[config.mk]
export PLATFORM = sky130hd
export DESIGN_NAME = exe_cmd_issuer
export DESIGN_NICKNAME = d
export VERILOG_FILES = /design/src/rtl/exe_cmd_issuer.sv
export SDC_FILE = /design/constraint.sdc
export NUM_CORES = 1
export LEC_CHECK = 0
export CAP_MARGIN = 10
export CORE_ASPECT_RATIO = 0.7
export CORE_UTILIZATION = 40
export DETAILED_ROUTE_END_ITERATION = 10
export MAX_ROUTING_LAYER = met4
export SETUP_SLACK_MARGIN = 0.05
export SKIP_CTS_REPAIR_TIMING = 1
export SYNTH_ARGS = -nofsm -noshare
export SYNTH_HDL_FRONTEND = slang
export SYNTH_SLANG_ARGS = --single-unit
export TNS_END_PERCENT = 10
[constraint.sdc]
create_clock -name i_clk -period 2.12 [get_ports i_clk]
set_input_delay 0.318 -clock i_clk [delete_from_list [all_inputs] [get_ports i_clk]]
set_output_delay 0.318 -clock i_clk [all_outputs]
set_load 0.05 [all_outputs]
[src/rtl/exe_cmd_issuer.sv]
// Command issuer for exe_unit_w1: buffers commands in a FIFO, issues one per clock,
// and captures the unit's result/status after a fixed latency.
module exe_cmd_issuer #(
    parameter int m     = 4,
    parameter int n     = 2,
    parameter int DEPTH = 4,
    parameter int LAT   = 1
) (
    input  logic                     i_clk,
    input  logic                     i_rsn,
    input  logic                     i_valid,
    output logic                     o_ready,
    input  logic [n-1:0]             i_oper,
    input  logic [m-1:0]             i_argA,
    input  logic [m-1:0]             i_argB,
    input  logic                     i_hold,
    input  logic                     i_flush,
    output logic [n-1:0]             o_oper,
    output logic [m-1:0]             o_argA,
    output logic [m-1:0]             o_argB,
    output logic                     o_issue,
    input  logic [m-1:0]             i_result,
    input  logic [3:0]               i_status,
    output logic                     o_res_valid,
    output logic [m-1:0]             o_result,
    output logic [3:0]               o_status,
    output logic [$clog2(DEPTH):0]   o_count
);

    localparam int AW = $clog2(DEPTH);
    localparam int CW = AW + 1;
    localparam int EW = n + 2 * m;

    logic [EW-1:0]  mem [DEPTH];
    logic [AW-1:0]  wr_ptr;
    logic [AW-1:0]  rd_ptr;
    logic [LAT-1:0] in_flight;
    logic           push;
    logic           pop;

    // Held low during reset so upstream never sees a ready it cannot use.
    assign o_ready = i_rsn && (o_count != CW'(DEPTH));
    assign push    = i_valid && o_ready && !i_flush;
    assign pop     = (o_count != '0) && !i_hold && !i_flush;

    always_ff @(posedge i_clk) begin
        if (push) begin
            mem[wr_ptr] <= {i_oper, i_argA, i_argB};
        end
    end

    always_ff @(posedge i_clk or negedge i_rsn) begin
        if (!i_rsn) begin
            wr_ptr      <= '0;
            rd_ptr      <= '0;
            o_count     <= '0;
            o_oper      <= '0;
            o_argA      <= '0;
            o_argB      <= '0;
            o_issue     <= 1'b0;
            in_flight   <= '0;
            o_res_valid <= 1'b0;
            o_result    <= '0;
            o_status    <= '0;
        end else if (i_flush) begin
            // Operand and result registers deliberately keep their last values.
            wr_ptr      <= '0;
            rd_ptr      <= '0;
            o_count     <= '0;
            o_issue     <= 1'b0;
            in_flight   <= '0;
            o_res_valid <= 1'b0;
        end else begin
            if (push) begin
                wr_ptr <= wr_ptr + AW'(1);
            end
            if (pop) begin
                rd_ptr                   <= rd_ptr + AW'(1);
                {o_oper, o_argA, o_argB} <= mem[rd_ptr];
            end
            o_issue <= pop;

            case ({push, pop})
                2'b10:   o_count <= o_count + CW'(1);
                2'b01:   o_count <= o_count - CW'(1);
                default: o_count <= o_count;
            endcase

            in_flight[0] <= o_issue;
            for (int i = 1; i < LAT; i++) begin
                in_flight[i] <= in_flight[i-1];
            end

            if (in_flight[LAT-1]) begin
                o_res_valid <= 1'b1;
                o_result    <= i_result;
                o_status    <= i_status;
            end else begin
                o_res_valid <= 1'b0;
            end
        end
    end

endmodule

# ---- Word level (Yosys, flattened, before mapping)
# Memory sizes are Yosys's and may differ from the RTL's. A register that Yosys moved wholly into a read port is not among the register bits.
# Index checks and enable logic that the tools add are counted.
dict set report totals {
  mem_count 1
  out_inout_bits 24
  ramBits 40
  register_bits 18
  input_bits 23
  word_cells 43
}
# memory depth width rd rd_ports_with_merged_regs wr line
set memory_table {}
lappend memory_table {mem 4 10 1 1 1 34} ;# logic [EW-1:0] mem [DEPTH];
dict set report classes {
  reduce_logical 14
  bitwise 1
  n_eq_ne 3
  n_mux 12
  add_sub_neg 4
}
# operator n
set ops {}
lappend ops {{2-to-1 mux 2 bit} 4}
lappend ops {{2-to-1 mux 1 bit} 6}
lappend ops {{case mux 3 bit (2 select lines)} 1}
lappend ops {{nonzero test 3 bit} 2}
lappend ops {{logical AND 1 bit} 5}
lappend ops {{adder 2 x 1 -> 2 bit (second input constant)} 2}
lappend ops {{AND reduction 2 bit} 2}
lappend ops {{nonzero test 2 bit} 2}
lappend ops {{adder 3 x 1 -> 3 bit (second input constant)} 1}
lappend ops {{logical NOT 1 bit} 3}
lappend ops {{2-to-1 mux 3 bit} 1}
lappend ops {{!= test 3 bit (second input constant)} 1}
lappend ops {{subtractor 3 x 1 -> 3 bit (second input constant)} 1}
lappend ops {{equality test 2 x 1 -> 1 bit (second input constant)} 1}
lappend ops {{equality test 2 bit (second input constant)} 1}
lappend ops {{NOT 1 bit} 1}

# ---- Longest topological paths before layout
# Gate-level depths: netlist of run 1.
dict set report logic_depth {
  word_depth 7
  mapped_depth 8
  depth_no_buf 8
}

# ---- Worst setup path before layout of run 1
# Ideal clock, no wire load.
dict set report synth_path {
  path_type {reg2out}
  from {register o_count[0]}
  to {output o_ready}
  arrival_time_ps 2108
  required_time_ps 1802
  path_buffers 0
  setup_slack_ps -306
  path_stages_with_launch 3
  path_cell_list {dfrtp_1 > nor2_1 > a21boi_0}
}
dict set report synth_via {
  elab_chain_cells 2
}
# item line
set synth_rtl {}
lappend synth_rtl {{start, declared} 27} ;# output logic [$clog2(DEPTH):0] o_count
lappend synth_rtl {{start signal, assigned} 84} ;# 2'b10: o_count <= o_count + CW'(1);
lappend synth_rtl {{start signal, assigned} 85} ;# 2'b01: o_count <= o_count - CW'(1);
lappend synth_rtl {{start signal, assigned} 86} ;# default: o_count <= o_count;
lappend synth_rtl {{!= test 3 bit} 42} ;# assign o_ready = i_rsn && (o_count != CW'(DEPTH));
lappend synth_rtl {{logical AND 1 bit} 42}
lappend synth_rtl {{end, declared} 12} ;# output logic o_ready,
# Every way passes these cells.

# ---- Worst setup path after layout of run 1
dict set report layout_path {
  from {input i_rsn}
  to {output o_ready}
}
dict set report layout_via {
  elab_chain_cells 1
}
# item line
set layout_rtl {}
lappend layout_rtl {{start, declared} 10} ;# input logic i_rsn,
lappend layout_rtl {{logical AND 1 bit} 42}
# Every way passes these cells.

==> results.py, run 1 <==
metrics = {
    "status": {
        "run_status": "complete, no violations",
    },
    "cells_and_area": {
        "antennaDiodeCount": 0,
        "finalCoreUtilization_pct": 56.58,
        "layout-drive-gt1-share_pct": 26.94,
        "final_common_cell": "sky130_fd_sc_hd__clkdlybuf4s50_1",
        "instances_no_fill": 310,
        "layout_common_cells": "44 x sky130_fd_sc_hd__clkdlybuf4s50_1, 40 x sky130_fd_sc_hd__edfxtp_1, 28 x sky130_fd_sc_hd__dfrtp_1, 11 x sky130_fd_sc_hd__clkbuf_8",
        "layout-area-overhead-vs-synth_pct": 32.63,
        "finalNetCount": 243,
    },
    "routing": {
        "remaining_drc_errors": 0,
        "wl_cell_um": 15.76,
        "detail_route.wirelength_um": 4885,
        "detail_route.iter0.violations": 66,
        "routed-via-count": 1485,
        "postRouteAntennaNets": 0,
        "drt-pass1-iter-count": 4,
        "viasPerCell": 4.790,
    },
    "clock_network": {
        "clock_sinks": 68,
        "root_buffer": "sky130_fd_sc_hd__clkbuf_8",
        "clkTransAtPathRegs_ns": 0.07,
        "clock_tree_from_tritoncts": "done",
        "cts_buffer_count": 9,
        "ctsHtreeMaxLevel": 3,
        "clock_path_buffers": 2,
        "clkLatencyLatePin_ns": 0.33,
    },
    "timing": {
        "slew_viol_final": 0,
        "crit_path_setup_slack_layout_ns": 0.1308,
        "slew_headroom_pct": 64.33,
        "rsz0062_at_grt": "yes",
        "timing.setup.tns_ns": 0,
        "hold_violations": 0,
        "worst-slew-pin-transition_ns": 0.5351,
        "final-setup-viol-count": 0,
        "final_min_period_over_clock_period_pct": 93.83,
        "achievable-frequency_ghz": 0.5027,
        "final_period_minus_worst_setup_slack_ns": 1.989,
        "clock_skew_ns": 0.007598,
    },
    "worst_hold_path": {
        "hold_path.class": "input port to async pin",
    },
    "pwr": {
        "max-vdd-ir-drop_uv": 473.1,
        "cellLeakagePower_nw": 1.396,
        "power.density_nw_per_um2": 1297,
    },
    "flow_run": {
        "count_of_max_cap_constraint_violations": 0,
    },
    "floorplan": {
        "die_width_um": 100.9,
        "io_pins": 47,
        "coreArea_um2": 6426,
        "start_util_pct": 42.66,
        "die-height_um": 71.27,
        "dieArea_um2": 7194,
        "fp-row-count": 24,
    },
    "synth": {
        "number_of_warning_messages_in_the_yosys_log": 0,
        "mappedNetlistArea_um2": 2741,
        "synth.top_cells.by_area": "sky130_fd_sc_hd__edfxtp_1 44%, sky130_fd_sc_hd__dfrtp_1 26%, sky130_fd_sc_hd__mux4_2 8.2%",
        "synthesis.area_per_instance_um2": 18.28,
        "post_synth_inst_count": 150,
        "yosysTopAreaCellShare_pct": 43.82,
        "synth_seq_cells": 68,
        "synth.lib_cells_used.distinct": 30,
        "synth_seq_area_share_pct": 69.37,
        "synth_area_leader_cell": "sky130_fd_sc_hd__edfxtp_1",
        "synth.net_count": 178,
    },
    "worst_setup_path": {
        "criticalPathCategory": "input port to output pin",
        "peak_fanout_along_the_critical_path": 30,
        "cp_data_arrival_time_ns": 1.67,
        "worst_ep_required_time_ns": 1.80,
        "critical_path.endpoint_type": "output pin",
        "category_of_the_worst_setup_path_launch_point": "input port",
    },
    "place": {
        "placed_cells": 295,
        "detailedPlace.worstSlack_ns": -0.1503,
        "count_of_buffers_from_port_buffering": 46,
        "place_congestion": 0.8621,
        "hpwlAfterDp_um": 3426,
    },
    "grt": {
        "number_of_antenna_violations_at_the_first_check_in_global_routing": 0,
        "global_route.usage.total_pct": 16.58,
        "grt_start_max_net_pins": 31,
        "grt_pass1_vias": 1616,
        "grt-ovfl-total": 0,
        "grt_first_pass_wirelength_um": 8197,
    },
}
-- stage by stage --
stage          area, um^2  hold slack, ns  total power, W
2_1_floorplan        2741         0.02241        0.003144
3_3_place_gp         3458          0.4805        0.003816
3_5_place_dp         3458          0.4856        0.003848
4_1_cts              3630          0.4931        0.004777
5_1_grt              3636          0.4762        0.004949
6_report             3636          0.4622        0.004715
-- flip-flops by register name (all words and copies together) (netlist names) --
signal       flops
in_flight        1
o_issue          1
o_status         4
o_argB           4
rd_ptr           2
mem             40
o_argA           4
o_res_valid      1
wr_ptr           2
o_oper           2
o_result         4
o_count          3
-- per-layer routing --
layer | vias to the layer above | global-route usage (%) | routed length [um]
met3 | 2 | 6.732 | 239
met5 | - | - | 0
met1 | 749 | 19.14 | 2145
met2 | 38 | 27.32 | 2486
li1 | 696 | - | -
met4 | 0 | 3.865 | 13
-- synthesized netlist by cell type --
cell and n:
sky130_fd_sc_hd__edfxtp_1 40, sky130_fd_sc_hd__dfrtp_1 28, sky130_fd_sc_hd__mux2_2 10, sky130_fd_sc_hd__mux4_2 10, sky130_fd_sc_hd__mux2_4 9, sky130_fd_sc_hd__nor2_1 8
sky130_fd_sc_hd__and2_1 5, sky130_fd_sc_hd__ha_1 4, sky130_fd_sc_hd__xnor2_1 4, sky130_fd_sc_hd__clkbuf_1 3, sky130_fd_sc_hd__inv_1 3, sky130_fd_sc_hd__nor2b_1 3
sky130_fd_sc_hd__mux2i_1 2, sky130_fd_sc_hd__nand2_1 2, sky130_fd_sc_hd__nand2b_1 2, sky130_fd_sc_hd__nor4_1 2, sky130_fd_sc_hd__o21ai_0 2, sky130_fd_sc_hd__a211oi_1 1
sky130_fd_sc_hd__a21boi_0 1, sky130_fd_sc_hd__a21oi_2 1, sky130_fd_sc_hd__a31oi_1 1, sky130_fd_sc_hd__and2b_1 1, sky130_fd_sc_hd__buf_2 1, sky130_fd_sc_hd__buf_6 1
sky130_fd_sc_hd__fa_1 1, sky130_fd_sc_hd__nand3_1 1, sky130_fd_sc_hd__nor3_2 1, sky130_fd_sc_hd__nor3b_1 1, sky130_fd_sc_hd__o2111ai_1 1, sky130_fd_sc_hd__or3_4 1
-- kinds of logic (layout without fill, tap and decap cells) --
kind of cell,Yosys count,after routing,share of synthesized area (%)
XOR/XNOR,4,4,1.278
multiplexers,31,31,17.98
flip-flops,68,68,69.37
AO/OA/AOI/OAI,7,7,1.780
buffers and inverters,8,77,1.415
adder cells (fa/ha/maj),5,5,2.556
AND/OR/NAND/NOR,27,27,5.614
-- worst max-delay path, cell delays in order --
cell and delay (ns):
sky130_fd_sc_hd__clkdlybuf4s50_1 0.55, sky130_fd_sc_hd__buf_6 0.31, sky130_fd_sc_hd__a21boi_1 0.30, sky130_fd_sc_hd__buf_12 0.17
-- where the power goes --
group          switching [W]  internal (W)  leakage (nW)  total [W]
logic                0.00111      0.000881         0.592    0.00199
clock network       0.000429      0.000481        0.0855   0.000909
registers           0.000178       0.00164         0.718    0.00181
-- cell type report --
cell class | instances | area [um^2]
clock buffers | 13 | 158.9
clock inverters | 2 | 12.51
fillers | 539 | 2790
inverters | 3 | 11.26
multi-input cells | 74 | 800.8
flip-flops and latches | 68 | 1902
well taps | 91 | 113.9
repair buffers | 59 | 636.9
-- final timing paths --
| path | cells past startpoint | startpoint | slack (ns) | end |
|---|---|---|---|---|
| hold reg to reg | 1 | o_issue | 0.48 | in_flight |
| min in group i_clk | 1 | o_issue | 0.48 | in_flight |
| setup / recovery | 4 | i_rsn | 0.13 | o_ready |
| setup reg to reg | 7 | o_count[0] | 0.23 | o_count[2] |
| max in group asynchronous | 2 | i_rsn | 1.42 | o_issue |
| hold / removal | 2 | i_rsn | 0.46 | o_argA[3] |
No activity file was read; power rests on OpenSTA's default activity.
==> inputs of run 2 (changes only) <==
CELL_PAD_IN_SITES_DETAIL_PLACEMENT = 1   (was default)
CELL_PAD_IN_SITES_GLOBAL_PLACEMENT = 2   (was default)
CORE_UTILIZATION = 38   (was 40)
CTS_CLUSTER_SIZE = 40   (was default)
PLACE_DENSITY_LB_ADDON = 0.1   (was default)
clock period = 1.94 ns   (was 2.12 ns; I/O delays follow)
==> results.py, run 2 (same netlist as run 1, synthesis figures left out) <==
metrics = {
    "pwr": {
        "cellLeakagePower_nw": 1.445,
        "cellInternalPower_w": 0.003497,
        "pwr-share-clk_pct": 22.9,
        "p_seq_share_pct": 36.5,
        "combinationalPowerShare_pct": 40.6,
        "p_switching_w": 0.001972,
        "power.density_nw_per_um2": 1467,
        "max-vdd-ir-drop_uv": 639.0,
        "power.switching_fraction_pct": 36.06,
    },
    "timing": {
        "achievable-frequency_ghz": 0.5473,
        "worst-slew-pin-transition_ns": 0.5534,
        "rsz0062_at_grt": "yes",
        "crit_path_setup_slack_layout_ns": 0.1128,
        "slew_headroom_pct": 63.11,
        "final_min_period_over_clock_period_pct": 94.19,
        "slew_viol_final": 0,
        "final-setup-viol-count": 0,
        "hold_violations": 0,
        "clock_skew_ns": 0.008051,
        "final_period_minus_worst_setup_slack_ns": 1.827,
        "fin_hold_ws_ns": 0.3555,
    },
    "flow_run": {
        "count_of_max_cap_constraint_violations": 0,
    },
    "routing": {
        "wl_cell_um": 18.49,
        "postRouteAntennaNets": 0,
        "detail_route.iter0.violations": 51,
        "route.layer.met1.wl_um": 2684,
        "drt-pass1-iter-count": 4,
        "viasPerCell": 4.934,
        "route.met2.wl_um": 2846,
        "detail_route.wirelength_um": 5844,
        "remaining_drc_errors": 0,
        "detailroute.wirelength.met3_um": 239,
        "routed-via-count": 1559,
        "top_layer": "met4",
    },
    "worst_setup_path": {
        "worst_path_max_delay_cell": "sky130_fd_sc_hd__clkdlybuf4s50_1",
        "critical_path.endpoint_type": "output pin",
        "r2r_end": "o_count[2]",
        "worst_ep_required_time_ns": 1.65,
        "number_of_cell_instances_on_the_worst_register_to_register_path": 8,
        "slowest_delay_ns": 0.53,
        "peak_fanout_along_the_critical_path": 9,
        "criticalPathCategory": "input port to output pin",
        "worstPathCellList": "clkdlybuf4s50_1 > buf_4 > a21boi_1 > buf_12",
        "category_of_the_worst_setup_path_launch_point": "input port",
        "cp_data_arrival_time_ns": 1.54,
        "crit-reg2reg-launch": "o_count[0]",
        "regToRegSetupSlack_ns": 0.13,
    },
    "floorplan": {
        "start_util_pct": 40.02,
        "fp-row-count": 25,
        "dieArea_um2": 7564,
        "io_pins": 47,
        "coreArea_um2": 6850,
        "die_width_um": 103.5,
        "die-height_um": 73.07,
    },
    "place": {
        "hpwlAfterDp_um": 4066,
        "place_congestion": 0.7822,
        "detailedPlace.worstSlack_ns": -0.2702,
        "count_of_buffers_from_port_buffering": 46,
    },
    "cells_and_area": {
        "antennaDiodeCount": 0,
        "finalNetCount": 245,
        "layout-drive-gt1-share_pct": 31.98,
        "largest_register_ffs": 40,
        "layout_common_cells": "42 x sky130_fd_sc_hd__clkdlybuf4s50_1, 40 x sky130_fd_sc_hd__edfxtp_1, 25 x sky130_fd_sc_hd__dfrtp_1, 12 x sky130_fd_sc_hd__buf_4, 11 x sky130_fd_sc_hd__clkbuf_8",
        "regMostFlops": "mem",
        "layout-area-overhead-vs-synth_pct": 36.01,
        "finalCoreUtilization_pct": 54.43,
        "final_common_cell": "sky130_fd_sc_hd__clkdlybuf4s50_1",
    },
    "grt": {
        "number_of_antenna_violations_at_the_first_check_in_global_routing": 0,
        "grt_pass1_vias": 1713,
        "grt_start_max_net_pins": 23,
        "grt_first_pass_wirelength_um": 9315,
        "global_route.usage.total_pct": 17.72,
        "grt-ovfl-total": 0,
    },
    "clock_network": {
        "clkTransAtPathRegs_ns": 0.07,
        "clock_tree_from_tritoncts": "done",
        "clock_sinks": 68,
        "clock_path_buffers": 2,
        "cts_buffer_count": 9,
        "root_buffer": "sky130_fd_sc_hd__clkbuf_8",
        "clkLatencyLatePin_ns": 0.34,
        "ctsHtreeMaxLevel": 3,
    },
    "worst_hold_path": {
        "hold_path.class": "input port to async pin",
    },
    "status": {
        "run_status": "complete, no violations",
    },
}
## run 2: changes by cell type in the layout (fill, tap and decap cells not counted), sizes merged
cell	before	now
buf	14	17
clkdlybuf4s50	44	42
bufinv	0	1
dlymetal6s2s	1	2
## run 2: worst max-delay path, delay by kind of cell
kind,cells,cell delay [ns]
buf+inv,3,0.94
compound gates,1,0.30
## run 2: power groups by stage
stage	Sequential, W	Clock, W	Combinational [W]
detailed placement	0.00202	0	0.00222
global route	0.00204	0.00134	0.00232
global placement	0.00200	0	0.00218
CTS	0.00199	0.00129	0.00222
floorplan	0.00276	0	0.000721
finish	0.00199	0.00126	0.00222
## run 2: area by class of cell
class	instances	area, um^2
Tap cell	94	117.6
Sequential cell	68	1908
Inverter	3	11.26
Fill cell	633	3122
Multi-Input combinational cell	74	833.3
Timing Repair Buffer	61	635.6
Clock buffer	13	180.2
Clock inverter	3	42.54
## run 2: worst max-delay path by stage
stage	from	endpoint
global route	i_rsn	o_ready
detailed placement	i_rsn	o_count[2]
floorplan	o_count[0]	o_count[2]
finish	i_rsn	o_ready
global placement	i_rsn	o_count[2]
CTS	o_count[0]	o_count[0]
## run 2: metal layers
layer | global-route usage, % | vias to the layer above
li1 | - | 696
met1 | 20.67 | 816
met2 | 29.01 | 38
met3 | 5.982 | 9
met4 | 6.441 | 0
met5 | - | -
## run 2: through the flow
step / instances / setup TNS, ns / total power, W / cell area (um^2)
global route: 316 / 0 / 0.005696 / 3729
floorplan: 150 / 0 / 0.003476 / 2765
finish: 316 / 0 / 0.005469 / 3729
CTS: 316 / -0.003240 / 0.005508 / 3709
global placement: 300 / -6.008 / 0.004182 / 3486
detailed placement: 300 / -4.117 / 0.004243 / 3486
